--- src/rtl/dpram_pkg.sv ---
// Shared constants and state encoding for the dual-port RAM stream reader.
package dpram_pkg;

  localparam int MEM_WORDS    = 1472;
  localparam int ADDR_W       = 11;
  localparam int READ_LATENCY = 2;
  localparam int FIFO_DEPTH   = 4;

  typedef enum logic [1:0] {
    IDLE,
    ISSUE,
    DRAIN
  } state_e;

endpackage

--- src/rtl/stream_fifo.sv ---
// Small synchronous FIFO with occupancy count; push and pop may coincide.
module stream_fifo #(
  parameter int WIDTH = 33,
  parameter int DEPTH = 4
) (
  input  logic                         clk,
  input  logic                         rst_n,
  input  logic                         push_i,
  input  logic [WIDTH-1:0]             wdata_i,
  input  logic                         pop_i,
  output logic [WIDTH-1:0]             rdata_o,
  output logic [$clog2(DEPTH+1)-1:0]   count_o
);

  localparam int PTR_W = $clog2(DEPTH);
  localparam int CNT_W = $clog2(DEPTH + 1);

  logic [WIDTH-1:0] mem_q [DEPTH];
  logic [PTR_W-1:0] wr_ptr_q, rd_ptr_q;
  logic [CNT_W-1:0] count_q;
  logic             do_push, do_pop;

  function automatic logic [PTR_W-1:0] ptr_inc(input logic [PTR_W-1:0] ptr);
    return (ptr == PTR_W'(DEPTH - 1)) ? '0 : ptr + PTR_W'(1);
  endfunction

  assign do_pop  = pop_i && (count_q != '0);
  assign do_push = push_i && ((count_q != CNT_W'(DEPTH)) || do_pop);

  // NOTE: sequential state uses non-blocking assignments so every register samples pre-edge values.
  always_ff @(posedge clk or negedge rst_n) begin
    if (!rst_n) begin
      // NOTE: storage is reset because its head entry drives the stream outputs, which must read 0 in reset.
      for (int i = 0; i < DEPTH; i++) mem_q[i] <= '0;
      wr_ptr_q <= '0;
      rd_ptr_q <= '0;
      count_q  <= '0;
    end else begin
      if (do_push) begin
        mem_q[wr_ptr_q] <= wdata_i;
        wr_ptr_q        <= ptr_inc(wr_ptr_q);
      end
      if (do_pop) rd_ptr_q <= ptr_inc(rd_ptr_q);
      case ({do_push, do_pop})
        2'b10:   count_q <= count_q + CNT_W'(1);
        2'b01:   count_q <= count_q - CNT_W'(1);
        default: count_q <= count_q;
      endcase
    end
  end

  assign rdata_o = mem_q[rd_ptr_q];
  assign count_o = count_q;

endmodule

--- src/rtl/dpram_stream_reader.sv ---
// Burst read controller for the dual-port RAM port B: issues credit-limited reads,
// realigns the 2-cycle RAM latency and streams the words out with last marking.
module dpram_stream_reader
  import dpram_pkg::*;
#(
  parameter int dataWidth    = 32,
  parameter int memblocksize = 47104,
  parameter int addressWidth = $clog2(memblocksize / dataWidth)
) (
  input  logic                    clk,
  input  logic                    rst,
  input  logic                    start,
  input  logic [addressWidth-1:0] base_addr,
  input  logic [addressWidth:0]   length,
  output logic                    busy,
  output logic                    done,
  output logic                    enableB,
  output logic [addressWidth-1:0] addressB,
  input  logic [dataWidth-1:0]    dataoutB,
  output logic                    m_valid,
  input  logic                    m_ready,
  output logic [dataWidth-1:0]    m_data,
  output logic                    m_last
);

  localparam int CNT_W = $clog2(FIFO_DEPTH + 1);
  localparam logic [addressWidth-1:0] LAST_ADDR = addressWidth'(MEM_WORDS - 1);
  localparam logic [addressWidth-1:0] WRAP_SPAN = addressWidth'(MEM_WORDS);

  state_e                  state_q, state_d;
  logic [addressWidth-1:0] addr_q, addr_d;
  logic [addressWidth:0]   len_q, len_d;
  logic [addressWidth:0]   issued_q, issued_d;
  logic                    done_q, done_d;
  logic [READ_LATENCY-1:0] pipe_vld_q, pipe_last_q;

  logic                    issue, issue_last, credit_ok, pop;
  logic [CNT_W-1:0]        fifo_count;
  logic [dataWidth:0]      fifo_rdata;

  // Reads in flight plus words held in the FIFO may never exceed its depth.
  assign credit_ok  = (int'(fifo_count) + $countones(pipe_vld_q)) < FIFO_DEPTH;
  assign issue_last = (issued_q == len_q - (addressWidth + 1)'(1));
  assign m_valid    = (fifo_count != '0);
  assign pop        = m_valid && m_ready;

  // NOTE: every combinational output gets a default first so no path leaves it unassigned (no latches).
  always_comb begin
    state_d  = state_q;
    addr_d   = addr_q;
    len_d    = len_q;
    issued_d = issued_q;
    done_d   = 1'b0;
    issue    = 1'b0;
    case (state_q)
      IDLE: begin
        if (start) begin
          if (length == '0) begin
            done_d = 1'b1;
          end else begin
            addr_d   = (base_addr >= WRAP_SPAN) ? base_addr - WRAP_SPAN : base_addr;
            len_d    = length;
            issued_d = '0;
            state_d  = ISSUE;
          end
        end
      end
      ISSUE: begin
        if (credit_ok) begin
          issue    = 1'b1;
          addr_d   = (addr_q == LAST_ADDR) ? '0 : addr_q + addressWidth'(1);
          issued_d = issued_q + (addressWidth + 1)'(1);
          if (issue_last) state_d = DRAIN;
        end
      end
      DRAIN: begin
        if (pop && m_last) begin
          done_d  = 1'b1;
          state_d = IDLE;
        end
      end
      default: state_d = IDLE;
    endcase
  end

  always_ff @(posedge clk or negedge rst) begin
    if (!rst) begin
      state_q     <= IDLE;
      addr_q      <= '0;
      len_q       <= '0;
      issued_q    <= '0;
      done_q      <= 1'b0;
      pipe_vld_q  <= '0;
      pipe_last_q <= '0;
    end else begin
      state_q     <= state_d;
      addr_q      <= addr_d;
      len_q       <= len_d;
      issued_q    <= issued_d;
      done_q      <= done_d;
      pipe_vld_q  <= {pipe_vld_q[READ_LATENCY-2:0], issue};
      pipe_last_q <= {pipe_last_q[READ_LATENCY-2:0], issue && issue_last};
    end
  end

  stream_fifo #(
    .WIDTH (dataWidth + 1),
    .DEPTH (FIFO_DEPTH)
  ) u_fifo (
    .clk     (clk),
    .rst_n   (rst),
    .push_i  (pipe_vld_q[READ_LATENCY-1]),
    .wdata_i ({pipe_last_q[READ_LATENCY-1], dataoutB}),
    .pop_i   (pop),
    .rdata_o (fifo_rdata),
    .count_o (fifo_count)
  );

  assign busy     = (state_q != IDLE);
  assign done     = done_q;
  assign enableB  = issue;
  assign addressB = addr_q;
  assign m_data   = fifo_rdata[dataWidth-1:0];
  assign m_last   = fifo_rdata[dataWidth];

endmodule

--- config.mk ---
export PLATFORM = sky130hd
export DESIGN_NAME = dpram_stream_reader
export DESIGN_NICKNAME = d
export VERILOG_FILES = /design/src/rtl/dpram_pkg.sv /design/src/rtl/stream_fifo.sv /design/src/rtl/dpram_stream_reader.sv
export SDC_FILE = /design/constraint.sdc
export NUM_CORES = 1
export LEC_CHECK = 0
export BUFFER_PORTS_ARGS = -buffer_cell sky130_fd_sc_hd__buf_2
export CAP_MARGIN = 0
export CELL_PAD_IN_SITES_DETAIL_PLACEMENT = 1
export CELL_PAD_IN_SITES_GLOBAL_PLACEMENT = 1
export CORE_MARGIN = 5
export CORE_UTILIZATION = 40
export CTS_BUF_LIST = sky130_fd_sc_hd__clkbuf_2
export DETAILED_ROUTE_END_ITERATION = 8
export PLACE_DENSITY = 0.78
export SLEW_MARGIN = 20
export SYNTH_ARGS = -nofsm -noshare
export SYNTH_HDL_FRONTEND = slang
export SYNTH_SLANG_ARGS = --single-unit
--- constraint.sdc ---
create_clock -name clk -period 2.35 [get_ports clk]
set_clock_uncertainty 0.05 [all_clocks]
set_input_delay 0.3525 -clock clk [delete_from_list [all_inputs] [get_ports clk]]
set_output_delay 0.3525 -clock clk [all_outputs]
set_load 0.005 [all_outputs]
* After elaboration in Yosys (flattened, before gate mapping)
Index checks and enable logic that the tools add are counted.
** Word-level totals
- Bits in registers :: 181
- Latch bits :: 0
- Memory bits (writable) :: 0
- ROM bits :: 0
- Bits of input ports :: 59
- Output and inout bits :: 48
- Logic and storage cells :: 93
- Memories kept :: 0
** Operators by class
- $add $sub $neg :: 10
- Multiply operators :: 0
- Divide/modulo/power cells :: 0
- $lt $le $gt $ge :: 5
- Equality and inequality tests :: 14
- Shift operators :: 0
- Muxes and demuxes :: 31
- Bitwise operators :: 3
- Reductions and logical operators :: 16
** Operators by type and width (count)
- 132-bit bitwise mux :: 1
- 33-bit 2-to-1 mux :: 3
- 33-bit binary-select mux with 2-bit select :: 1
- 33-bit demux with 2-bit select :: 1
- 11-bit 2-to-1 mux :: 5
- 12-bit 2-to-1 mux :: 3
- 12-bit case mux with 2 select lines :: 1
- 11-bit case mux with 2 select lines :: 1
- 2-bit 2-to-1 mux :: 7
- 12-bit by 1-bit adder with 12-bit output (second input constant) :: 1
- 12-bit equality test :: 1
- 12-bit logical NOT :: 1
- 12-bit by 1-bit subtractor with 12-bit output (second input constant) :: 1
- 11-bit by 1-bit adder with 11-bit output (second input constant) :: 1
- 11-bit equality test (second input constant) :: 1
- 11-bit >= comparator (second input constant) :: 1
- 11-bit subtractor (second input constant) :: 1
- 2-bit inequality test (second input constant) :: 5
- 2-bit equality test (second input constant) :: 4
- 3-bit >= comparator (second input constant) :: 2
- 1-bit logical AND :: 6
- 2-bit inverter with 3-bit output :: 2
- 2-bit case mux with 3 select lines :: 1
- 3-bit case mux with 2 select lines :: 1
- 19 further kinds :: 27

* Depth between registers and ports, before layout
Gate-level depths: netlist of run 1.
- Depth after elaboration :: 7
- Gate-level depth with buffers :: 10
- Depth with buffers taken out :: 9

* Cells and area by module
Synthesis of run 1 repeated with hierarchy kept, for this count alone.
** Second synthesis, totals
- Cell total of the unflattened synthesis :: 672
- Area total of the unflattened synthesis :: 8762.2 sq um
** Modules (own cells, without submodules)
- stream_fifo :: times used 1, cells each 359, area each 6163.4 sq um, sequential area each 3478.3 sq um
- dpram_stream_reader :: times used 1, cells each 313, area each 2598.7 sq um, sequential area each 1051.0 sq um

* Worst setup path after synthesis of run 1
OpenSTA, ideal clock, no wires.
- Path kind :: reg-to-reg
- Start :: register len_q[0]
- End :: register state_q[1]
- Setup time :: 0.066 ns
- Data arrival time :: 2.222 ns
- Required time :: 2.234 ns
- Slack :: 0.013 ns
- Cell stages (with the launch flop) :: 9
- Path buffers :: 0
- Period minus slack after synthesis :: 2.337 ns
- Cells stage by stage :: dfrtp_1 -> inv_1 -> ha_1 -> or4b_4 -> or4_4 -> o211ai_2 -> a31oi_1 -> nor4_2 -> a31o_1
** On the way
- Word-level cells in the longest chain between the ends :: 4
** Ends and longest elaborated chain
- start: declaration :: line dpram_stream_reader.sv:32 : logic [addressWidth:0] len_q, len_d;
- start signal: assignment :: line dpram_stream_reader.sv:98 : len_q <= len_d;
- 12-bit by 1-bit subtractor with 12-bit output :: line dpram_stream_reader.sv:43 : assign issue_last = (issued_q == len_q - (addressWidth + 1)'(1));
- 12-bit equality test :: line dpram_stream_reader.sv:43
- 2-bit inequality test (no source line)
- 5-bit AND reduction (no source line)
- end signal: assignment :: line dpram_stream_reader.sv:96 : state_q <= state_d;
- end: declaration :: line dpram_stream_reader.sv:30 : state_e state_q, state_d;
Every way passes these cells.
A chain may end at the register's enable or synchronous reset.

* Worst setup path in the final report of run 1
- Start :: register u_fifo.rd_ptr_q[0]
- End :: output m_data[0]
** On the way
- Word-level cells in the longest chain between the ends :: 4
** Ends and longest elaborated chain
- start: declaration :: line stream_fifo.sv:19 : logic [PTR_W-1:0] wr_ptr_q, rd_ptr_q;
- start signal: assignment :: line stream_fifo.sv:43 : if (do_pop) rd_ptr_q <= ptr_inc(rd_ptr_q);
- 2-bit inverter with 3-bit output (implied by the code) :: line stream_fifo.sv:52 : assign rdata_o = mem_q[rd_ptr_q];
- 33-bit binary-select mux with 2-bit select :: line stream_fifo.sv:52
- 33-bit 2-to-1 mux (implied by the code) (2 in a row) :: line stream_fifo.sv:52
- end: declaration :: line dpram_stream_reader.sv:22 : output logic [dataWidth-1:0] m_data,
Every way passes these cells. The select of a mux whose other input is x is not followed.

==> results of run 1 <==
registers in the layout (all words and copies together), names as in the netlist:
register / flops
addressB: 11
done: 1
issued_q: 12
len_q: 12
pipe_last_q: 2
pipe_vld_q: 2
state_q: 2
u_fifo.count_o: 3
u_fifo.mem_q: 132
u_fifo.rd_ptr_q: 2
u_fifo.wr_ptr_q: 2
metal layers:
layer / global-route usage, % / wire length, um / vias up
met5: 0 / 0 / -
met4: 4.504 / 329 / 0
met3: 3.567 / 903 / 21
met2: 31.96 / 10930 / 128
met1: 23.54 / 9316 / 3096
li1: - / - / 2789
worst max-delay path, delay by kind of cell (launching register included):
kind	cells	cell delay, ps
flops	1	470
buf+inv	3	460
mux	1	510
how the worst max path moves through the flow:
stage            endpoint                from  cells after the start
3_5_place_dp   state_q[1]            len_q[1]                      8
4_1_cts           enableB   u_fifo.count_o[0]                      6
5_1_grt           enableB          state_q[0]                      5
3_3_place_gp   state_q[1]            len_q[0]                      8
6_report        m_data[0]  u_fifo.rd_ptr_q[0]                      4
2_1_floorplan  state_q[1]            len_q[0]                      8
kinds of logic after synthesis:
kind of cell / Yosys count
adder cells (fa/ha/maj): 12
multiplexers: 168
buffers and inverters: 47
AND/OR/NAND/NOR: 155
XOR/XNOR: 29
flip-flops: 181
AO/OA/AOI/OAI: 55
placed cells by master (no fill, tap or decap), types with 15 or more instances in the layout:
cell type	Yosys	layout
buf_2	0	102
buf_4	1	40
clkbuf_2	0	18
dfrtp_1	181	180
dlygate4sd3_1	0	60
mux2_2	134	134
mux4_2	33	33
nand2_1	58	58
nor2_1	30	29
xor2_1	15	15
power breakdown:
group	leakage, nW	switching [W]	internal (W)
combinational	2.52	0.00294	0.00399
clock	0.168	0.00111	0.000720
sequential	2.20	0.000990	0.00455
total	4.88	0.00504	0.00926
synth_stat cells, drive strengths merged (2+ instances only):
| library cell | number |
|---|---|
| ha | 11 |
| xor2 | 15 |
| inv | 14 |
| o221ai | 2 |
| o211ai | 3 |
| o31ai | 3 |
| nand2b | 4 |
| nor3 | 13 |
| dfrtp | 181 |
| nand3 | 15 |
| o31a | 2 |
| nor3b | 2 |
| or4 | 2 |
| a22oi | 3 |
| mux4 | 33 |
| or3 | 3 |
| buf | 20 |
| o21ai | 13 |
| nor4 | 8 |
| or2b | 2 |
| o22ai | 2 |
| xnor2 | 14 |
| mux2 | 134 |
| nor2 | 30 |
| a31oi | 6 |
| clkbuf | 13 |
| nand4b | 2 |
| a221o | 4 |
| nand4 | 5 |
| nand3b | 2 |
| o211a | 3 |
| nand2 | 58 |
| a21oi | 4 |
| and3 | 3 |
| and2 | 2 |
through the flow:
stage	utilization [%]	hold slack (ps)	setup TNS, ps	total power (W)
global route	51.70	178.0	-10470	0.01536
detailed placement	46.13	299.5	-39.01	0.01201
finish	51.70	286.7	-4281	0.01429
floorplan	-	6.909	0	0.009544
CTS	51.37	174.9	-8871	0.01434
global placement	46.13	283.5	0	0.01165
timing repair:
item / 4_1_cts / 5_1_grt
cloned: 1 / 1
pin swaps: 5 / 4
resized for setup: 20 / 11
buffers inserted: 10 / 2
endpoints found under the setup margin: 37 / 46
hold endpoints to repair: 335 / 0
hold buffers: 61 / 0
layout make-up:
type	instances	area (um^2)	share of cell area [%]
tap	275	344.1	3.166
inverter	14	52.55	0.4835
clock buffer	18	90.09	0.8289
sequential	181	4531	41.69
clock inverter	14	197.7	1.819
timing repair buffer	222	1745	16.06
multi-input combinational	419	3908	35.95
==> run_results.csv, run 1 <==
group,metric,value,unit
sta,relSlewSlack,55.56,%
floorplan,start_util,40.69,%
hold_path,min_path_cells,4,
synth,synthMuxAreaShare,26.45,%
placed_design,preCtsSetupSlack,-39.01,ps
outcome,violations,"negative setup slack",
clock_network,clkTransAtPathRegs,260,ps
synth,yosys.area_share.xor_xnor,2.970,%
critical_path,r2r-start,"u_fifo.count_o[0]",
synth,netlist_instances,647,
clock_network,h-tree-depth,4,
routing,drtIter0Drc,268,
placed_design,place.gp.congestion,0.8052,
finish,fin_cells,1143,
critical_path,crit_fanout,4,
grt,antenna_found_initial,0,
critical_path,cp-end-kind,"output pin",
floorplan,die_area,24410,um^2
routing,vias,6034,
sta,hold_violations,0,
critical_path,cp.arrival,2130,ps
critical_path,r2r_cells,10,
outcome,outcome,"finished with violations",
finish,diodes,0,
routing,vias_per_cell,5.279,
synth,ys_ff_latch,181,
synth,ys.flop_type,"dfrtp_1",
synth,synth-seq-area-share,52.95,%
placed_design,io_buffers,106,
floorplan,die_w,156.2,um
hold_path,min_from,"length[4]",
routing,avgRoutedWirePerCell,18.79,um
sta,setup_slack,-179.9,ps
placed_design,dp_hpwl,14370,um
synth,synthSimpleGateAreaFrac,8.806,%
sta,setup-violations-final,35,
placed_design,place_area,9698,um^2
synth,async_flop_share,100.0,%
floorplan,num_rows,53,
synth,syn-num-nets,718,
sta,max_freq,0.3953,GHz
clock_network,cts_buffers,17,
synth,synth.avg_cell_area,13.22,um^2
clock_network,clock_sinks,181,
routing,routed_wl,21480,um
synth,synth-warning-count,0,
critical_path,slowest_delay,510,ps
clock_network,cts.path.max_buffers,2,
critical_path,cpMaxStageDelayCell,"mux4_2",
clock_network,clk_latency,730,ps
finish,fillers,2145,
routing,drc_errors,0,
hold_path,worstHoldEndpoint,"len_q[4]",
hold_path,hold_class,"in -> reg",
sta,min_period,2530,ps
grt,grt_pass1_vias,6616,
floorplan,core-area,21020,um^2
critical_path,rrSetupSlack,0,ps
placed_design,dp_cells,1037,
routing,first_pass_iters,6,
synth,synth_compound_area_share,4.696,%
pwr,p_per_area,1315,nW/um^2
synth,synth_area_leaders,"dfrtp_1 53%, mux2_2 18%, mux4_2 8.7%",
grt,grt_pass1_wl,35350,um
sta,drv_slew,0,
synth,synthAdderAreaFrac,1.843,%
clock_network,cts_tree,"done",
grt,grt_usage,18.29,%
critical_path,required,1950,ps
critical_path,r2r_end,"u_fifo.count_o[2]",
grt,grt_start_max_net_pins,48,
synth,synth_top_cell_area_share,52.95,%
grt,overflow,0,
critical_path,setup.worst_path.start_class,"flop",
finish,final_cell_area,10870,um^2
finish,area_delta_synth_final,27.06,%
sta,min_period_over_period,107.7,%
pwr,p_leak,4.883,nW
synth,syn_area,8553,um^2
sta,grt_setup_unrepaired,"yes",
job,drv_cap,0,
synth,netlist-cell-type-count,56,
floorplan,boundaryPins,107,
synth,yosysTopAreaCell,"dfrtp_1",
synth,synth_top_family_by_area,"multiplexers",
critical_path,worstSetupPathType,"reg -> out",
finish,nNetsFinal,926,
floorplan,fp.dieH,156.2,um
critical_path,path_cells,"buf_6, clkbuf_16, mux4_2, buf_2",
finish,layout-drive-gt1-share,43.55,%
synth,synth-edff-count,0,
routing,ant_nets,0,
pwr,vdd_drop_max,0.4895,mV
sta,worst_pin_slew,660.9,ps
clock_network,root_buffer,"clkbuf_2",
(Power assumes the default switching activity.)
==> run 2: changes to the inputs <==
--- a/config.mk
+++ b/config.mk
@@ -7,13 +7,11 @@
 export LEC_CHECK = 0
 export BUFFER_PORTS_ARGS = -buffer_cell sky130_fd_sc_hd__buf_2
 export CAP_MARGIN = 0
-export CELL_PAD_IN_SITES_DETAIL_PLACEMENT = 1
-export CELL_PAD_IN_SITES_GLOBAL_PLACEMENT = 1
 export CORE_MARGIN = 5
 export CORE_UTILIZATION = 40
 export CTS_BUF_LIST = sky130_fd_sc_hd__clkbuf_2
 export DETAILED_ROUTE_END_ITERATION = 8
-export PLACE_DENSITY = 0.78
+export PLACE_DENSITY = 0.67
 export SLEW_MARGIN = 20
 export SYNTH_ARGS = -nofsm -noshare
 export SYNTH_HDL_FRONTEND = slang
==> run_results.csv, run 2 (synthesis results as in run 1) <==
group,metric,value,unit
outcome,outcome,"finished with violations",
outcome,violations,"negative setup slack",
grt,grt_usage,16.51,%
finish,top_register,"u_fifo.mem_q",
pwr,power_switching,0.004896,W
clock_network,clk_latency,720,ps
finish,nNetsFinal,916,
finish,final_cell_area,10780,um^2
finish,fin_cells,1133,
clock_network,h-tree-depth,4,
pwr,p_clk_share,11.4,%
finish,largest_reg_flops,132,
routing,vias,5910,
finish,mostFrequentLayoutCell,"dfrtp_1",
floorplan,start_util,40.69,%
grt,grt_start_max_net_pins,53,
sta,worst_pin_slew,682.1,ps
finish,diodes,0,
routing,first_pass_iters,6,
finish,area_delta_synth_final,26.02,%
placed_design,io_buffers,106,
placed_design,dp_hpwl,12330,um
sta,hold_violations,0,
grt,grt_pass1_wl,32240,um
clock_network,clock_sinks,181,
critical_path,crit_fanout,2,
pwr,p_int,0.008908,W
pwr,total_power,0.01380,W
floorplan,die_area,24410,um^2
job,drv_cap,0,
sta,grt_setup_unrepaired,"yes",
finish,reg.largest.list,"u_fifo.mem_q: 132 flops, issued_q: 12 flops, len_q: 12 flops",
critical_path,worstSetupPathType,"reg -> out",
placed_design,place.gp.congestion,0.8054,
floorplan,core-area,21020,um^2
critical_path,rrSetupSlack,40,ps
hold_path,hold_class,"in -> reg",
finish,fillers,1819,
finish,fin_util,51.28,%
grt,grt_pass1_vias,6139,
clock_network,cts_buffers,17,
placed_design,dp_cells,1028,
critical_path,setup.worst_path.start_class,"flop",
routing,vias_per_cell,5.216,
pwr,seq_power_share,39.6,%
floorplan,die_w,156.2,um
pwr,p_leak,4.830,nW
clock_network,clkTransAtPathRegs,290,ps
routing,routed_wl,19570,um
floorplan,fp.dieH,156.2,um
pwr,switching_share,35.47,%
sta,setup-violations-final,34,
sta,setup_slack,-231.7,ps
finish,final_cell_mix,"179 x dfrtp_1, 134 x mux2_2, 101 x buf_2, 60 x dlygate4sd3_1, 58 x nand2_1",
routing,drc_errors,0,
pwr,p_per_area,1281,nW/um^2
placed_design,place_area,9681,um^2
critical_path,cp-end-kind,"output pin",
critical_path,cp.arrival,2180,ps
sta,min_period_over_period,109.9,%
clock_network,root_buffer,"clkbuf_2",
finish,regArea,4532,um^2
sta,drv_slew,0,
floorplan,num_rows,53,
grt,overflow,0,
pwr,pwr-share-comb,49.0,%
clock_network,cts_tree,"done",
grt,antenna_found_initial,0,
pwr,vdd_drop_max,0.6555,mV
floorplan,boundaryPins,107,
routing,ant_nets,0,
finish,multi_input_area,3905,um^2
sta,max_freq,0.3873,GHz
placed_design,preCtsSetupSlack,-3.262,ps
routing,drtIter0Drc,267,
routing,avgRoutedWirePerCell,17.27,um
sta,min_period,2582,ps
sta,relSlewSlack,54.14,%
finish,layout-drive-gt1-share,43.24,%
clock_network,cts.path.max_buffers,2,
critical_path,required,1950,ps
-- run 2: critical path, stage by stage, from the launching register on --
cell and delay, ps:
dfrtp_1 440, ha_1 300, a21o_1 200, and2_4 160, nor3_2 140, buf_4 160
buf_6 90
-- run 2: through the flow --
stage	setup TNS, ps	hold slack (ps)
after floorplan	0	6.909
after global placement	0	283.9
after detailed placement	-3.262	278.9
after CTS	-8750	202.7
after global routing	-12750	188.3
final	-5670	304.2
-- run 2: power by group through the flow --
stage | clock, W | sequential [W] | combinational (W)
6_report | 0.00157 | 0.00547 | 0.00677
5_1_grt | 0.00178 | 0.00566 | 0.00749
4_1_cts | 0.00165 | 0.00545 | 0.00657
3_5_place_dp | 0 | 0.00553 | 0.00629
3_3_place_gp | 0 | 0.00548 | 0.00614
2_1_floorplan | 0 | 0.00522 | 0.00432
-- run 2: final cells by class --
cell class                 count  area share [%]
sequential                   181           42.04
timing repair buffer         212           15.90
multi-input combinational    419           36.23
clock buffer                  17          0.7893
clock inverter                15           1.358
inverter                      14          0.4875
tap                          275           3.192
-- run 2: path summary, 6_finish.rpt --
| check | from | end | cells after the start |
|---|---|---|---|
| max | pipe_vld_q[0] | enableB | 6 |
| min | length[11] | len_q[11] | 4 |
| max reg2reg | len_q[0] | state_q[1] | 8 |
| min reg2reg | pipe_last_q[0] | pipe_last_q[1] | 0 |
| max in group asynchronous | rst | len_q[7] | 4 |
| min in group asynchronous | rst | u_fifo.mem_q[20] | 3 |
-- run 2: timing repair --
action	4_1_cts	5_1_grt
gates cloned	1	1
endpoints found under the setup margin	35	40
pin swaps	3	8
buffers inserted	4	6
hold endpoints to repair	334	0
gates resized for setup	7	21
hold buffers	61	0
-- run 2: routing by layer --
metal	global-route usage [%]	vias up	wire [um]
met4	2.851	0	181
met1	22.71	3012	8916
met3	3.927	12	930
met5	0	-	0
met2	27.26	128	9543
li1	-	2758	-
==> run 3: changes to the inputs <==
--- a/config.mk
+++ b/config.mk
@@ -5,14 +5,16 @@
 export SDC_FILE = /design/constraint.sdc
 export NUM_CORES = 1
 export LEC_CHECK = 0
+export ABC_AREA = 1
 export BUFFER_PORTS_ARGS = -buffer_cell sky130_fd_sc_hd__buf_2
 export CAP_MARGIN = 0
 export CORE_MARGIN = 5
 export CORE_UTILIZATION = 40
 export CTS_BUF_LIST = sky130_fd_sc_hd__clkbuf_2
 export DETAILED_ROUTE_END_ITERATION = 8
-export PLACE_DENSITY = 0.67
+export PLACE_DENSITY = 0.66
 export SLEW_MARGIN = 20
 export SYNTH_ARGS = -nofsm -noshare
 export SYNTH_HDL_FRONTEND = slang
 export SYNTH_SLANG_ARGS = --single-unit
+export TNS_END_PERCENT = 10
==> run_results.csv, run 3 <==
group,metric,value,unit
sta,min_period_over_period,102.0,%
sta,relSlewSlack,63.59,%
critical_path,setup.worst_path.start_class,"flop",
pwr,p_per_area,1254,nW/um^2
floorplan,core-area,24110,um^2
hold_path,hold_class,"in -> async",
outcome,violations,"negative setup slack",
clock_network,h-tree-depth,4,
synth,synth-edff-count,0,
pwr,vdd_drop_max,0.5732,mV
synth,synth_area_leaders,"dfrtp_1 47%, mux2_4 18%, nand2_1 5.9%",
synth,synth_top_cell_area_share,46.76,%
synth,synth.most_common_cell,"dfrtp_1",
finish,mostFrequentLayoutCell,"dfrtp_1",
synth,yosys.area_share.xor_xnor,1.356,%
synth,synthMuxAreaShare,19.80,%
routing,drc_errors,0,
critical_path,cp.arrival,2000,ps
routing,vias,7391,
pwr,seq_power_share,36.1,%
synth,synth-warning-count,0,
synth,netlist-cell-type-count,40,
clock_network,clk_latency,720,ps
floorplan,boundaryPins,107,
critical_path,crit_fanout,16,
floorplan,fp.dieH,165.6,um
floorplan,start_util,40.18,%
finish,fillers,2247,
critical_path,worstSetupPathType,"reg -> out",
clock_network,cts.path.max_buffers,2,
sta,max_freq,0.4170,GHz
synth,synth_compound_area_share,9.185,%
routing,first_pass_iters,5,
routing,drtIter0Drc,501,
synth,synthSimpleGateAreaFrac,14.87,%
pwr,p_clk_share,11.1,%
grt,overflow,0,
finish,regArea,4532,um^2
routing,ant_nets,0,
clock_network,root_buffer,"clkbuf_2",
synth,synth-seq-area-share,46.76,%
finish,multi_input_area,4639,um^2
synth,netlist_instances,937,
critical_path,cp-end-kind,"output pin",
finish,final_cell_area,11860,um^2
grt,grt_start_max_net_pins,35,
finish,reg.largest.list,"u_fifo.mem_q: 132 flops, issued_q: 12 flops, len_q: 12 flops",
synth,synthTopCellsByCount,"181 x dfrtp_1, 152 x nand2_1, 118 x mux2_4",
finish,layout-drive-gt1-share,31.34,%
synth,syn-num-nets,1008,
sta,hold_violations,0,
grt,grt_usage,17.10,%
outcome,outcome,"finished with violations",
clock_network,cts_tree,"done",
pwr,pwr-share-comb,52.7,%
pwr,switching_share,38.73,%
placed_design,place.gp.congestion,0.8524,
placed_design,place_area,10560,um^2
sta,drv_slew,0,
floorplan,num_rows,57,
synth,synth_top_family_by_area,"multiplexers",
routing,avgRoutedWirePerCell,16.73,um
floorplan,die_w,165.6,um
routing,vias_per_cell,5.062,
job,drv_cap,0,
floorplan,die_area,27430,um^2
grt,grt_pass1_vias,7415,
synth,async_flop_share,100.0,%
critical_path,rrSetupSlack,180,ps
finish,area_delta_synth_final,22.48,%
synth,synth.avg_cell_area,10.34,um^2
synth,synthAdderAreaFrac,1.628,%
sta,setup_slack,-48.08,ps
sta,setup-violations-final,27,
sta,whs,78.97,ps
synth,syn_area,9686,um^2
finish,diodes,0,
routing,routed_wl,24420,um
critical_path,r2r-start,"u_fifo.count_o[0]",
finish,final_cell_mix,"179 x dfrtp_1, 152 x nand2_1, 118 x mux2_4, 106 x buf_2, 95 x nor2_1",
synth,ys_ff_latch,181,
clock_network,cts_buffers,17,
sta,grt_setup_unrepaired,"yes",
grt,grt_pass1_wl,38960,um
placed_design,dp_hpwl,14850,um
pwr,power_switching,0.005762,W
finish,largest_reg_flops,132,
sta,worst_pin_slew,546.1,ps
synth,ys.flop_type,"dfrtp_1",
finish,top_register,"u_fifo.mem_q",
pwr,p_int,0.009117,W
pwr,p_leak,5.467,nW
finish,nNetsFinal,1194,
critical_path,r2r_cells,10,
critical_path,required,1950,ps
clock_network,clock_sinks,181,
critical_path,r2r_end,"u_fifo.count_o[2]",
sta,min_period,2398,ps
placed_design,io_buffers,106,
clock_network,clkTransAtPathRegs,340,ps
grt,antenna_found_initial,0,
synth,yosysTopAreaCell,"dfrtp_1",
==> run 3: final cells by class <==
class	count	share of cell area (%)
timing repair buffer	207	14.82
tap	324	3.417
clock buffer	18	0.7594
sequential	181	38.20
multi-input combinational	648	39.11
clock inverter	14	1.371
inverter	68	2.320
==> run 3: repair_timing <==
item	in CTS	in global routing
gates cloned	1	5
endpoints found under the setup margin	34	36
hold buffers	63	0
gates resized for setup	29	38
setup buffers	7	2
pin swaps	25	5
hold endpoints to repair	339	0
==> run 3: how the worst max path moves through the flow <==
stage | from | slack, ps | cells past startpoint | endpoint
finish | u_fifo.rd_ptr_q[0] | -50 | 6 | m_data[27]
global route | u_fifo.rd_ptr_q[0] | -250 | 6 | m_data[23]
CTS | pipe_vld_q[0] | -120 | 5 | enableB
detailed placement | u_fifo.count_o[0] | 260 | 9 | u_fifo.count_o[2]
global placement | u_fifo.count_o[0] | 260 | 9 | u_fifo.count_o[2]
floorplan | u_fifo.count_o[0] | 380 | 9 | u_fifo.count_o[2]
==> run 3: cells by family (layout without fill, tap and decap cells) <==
family	count (synthesis)	after routing
DFF	181	181
xor gates and xnor gates	15	15
AOI/OAI and AO/OA	158	158
and+or+nand+nor	332	332
buffers and inverters	108	307
adders and majority gates	12	12
muxes	131	131
==> run 3: metal layers <==
metal  part of all wire [%]  vias up  global-route usage (%)
li1                       -     3556                       -
met1                     46     3648                   23.17
met2                     48      177                   28.89
met3                    4.8       10                   3.980
met4                   0.55        0                   2.296
met5                      0        -                       0
==> run 3: stage by stage <==
step | total power [W] | instances | util, % | worst slack (ps) | setup TNS, ps
floorplan | 0.01033 | 937 | - | 378.2 | 0
global placement | 0.01211 | 1350 | 43.80 | 264.7 | 0
detailed placement | 0.01223 | 1350 | 43.80 | 255.3 | 0
CTS | 0.01443 | 1453 | 48.22 | -119.6 | -2222
global route | 0.01592 | 1460 | 49.21 | -245.9 | -6705
finish | 0.01488 | 1460 | 49.21 | -48.08 | -541.9
==> run 3: critical path: stages (launching register included) <==
cell	delay, ps
dfrtp_2	490
buf_12	140
buf_12	120
clkbuf_16	190
nor2_1	110
o22ai_1	90
buf_2	150
==> run 3: power groups by stage <==
stage	logic (W)	clock network (W)	registers (W)
finish	0.00785	0.00166	0.00537
global route	0.00853	0.00185	0.00554
CTS	0.00739	0.00172	0.00532
detailed placement	0.00690	0	0.00534
global placement	0.00678	0	0.00533
floorplan	0.00519	0	0.00514
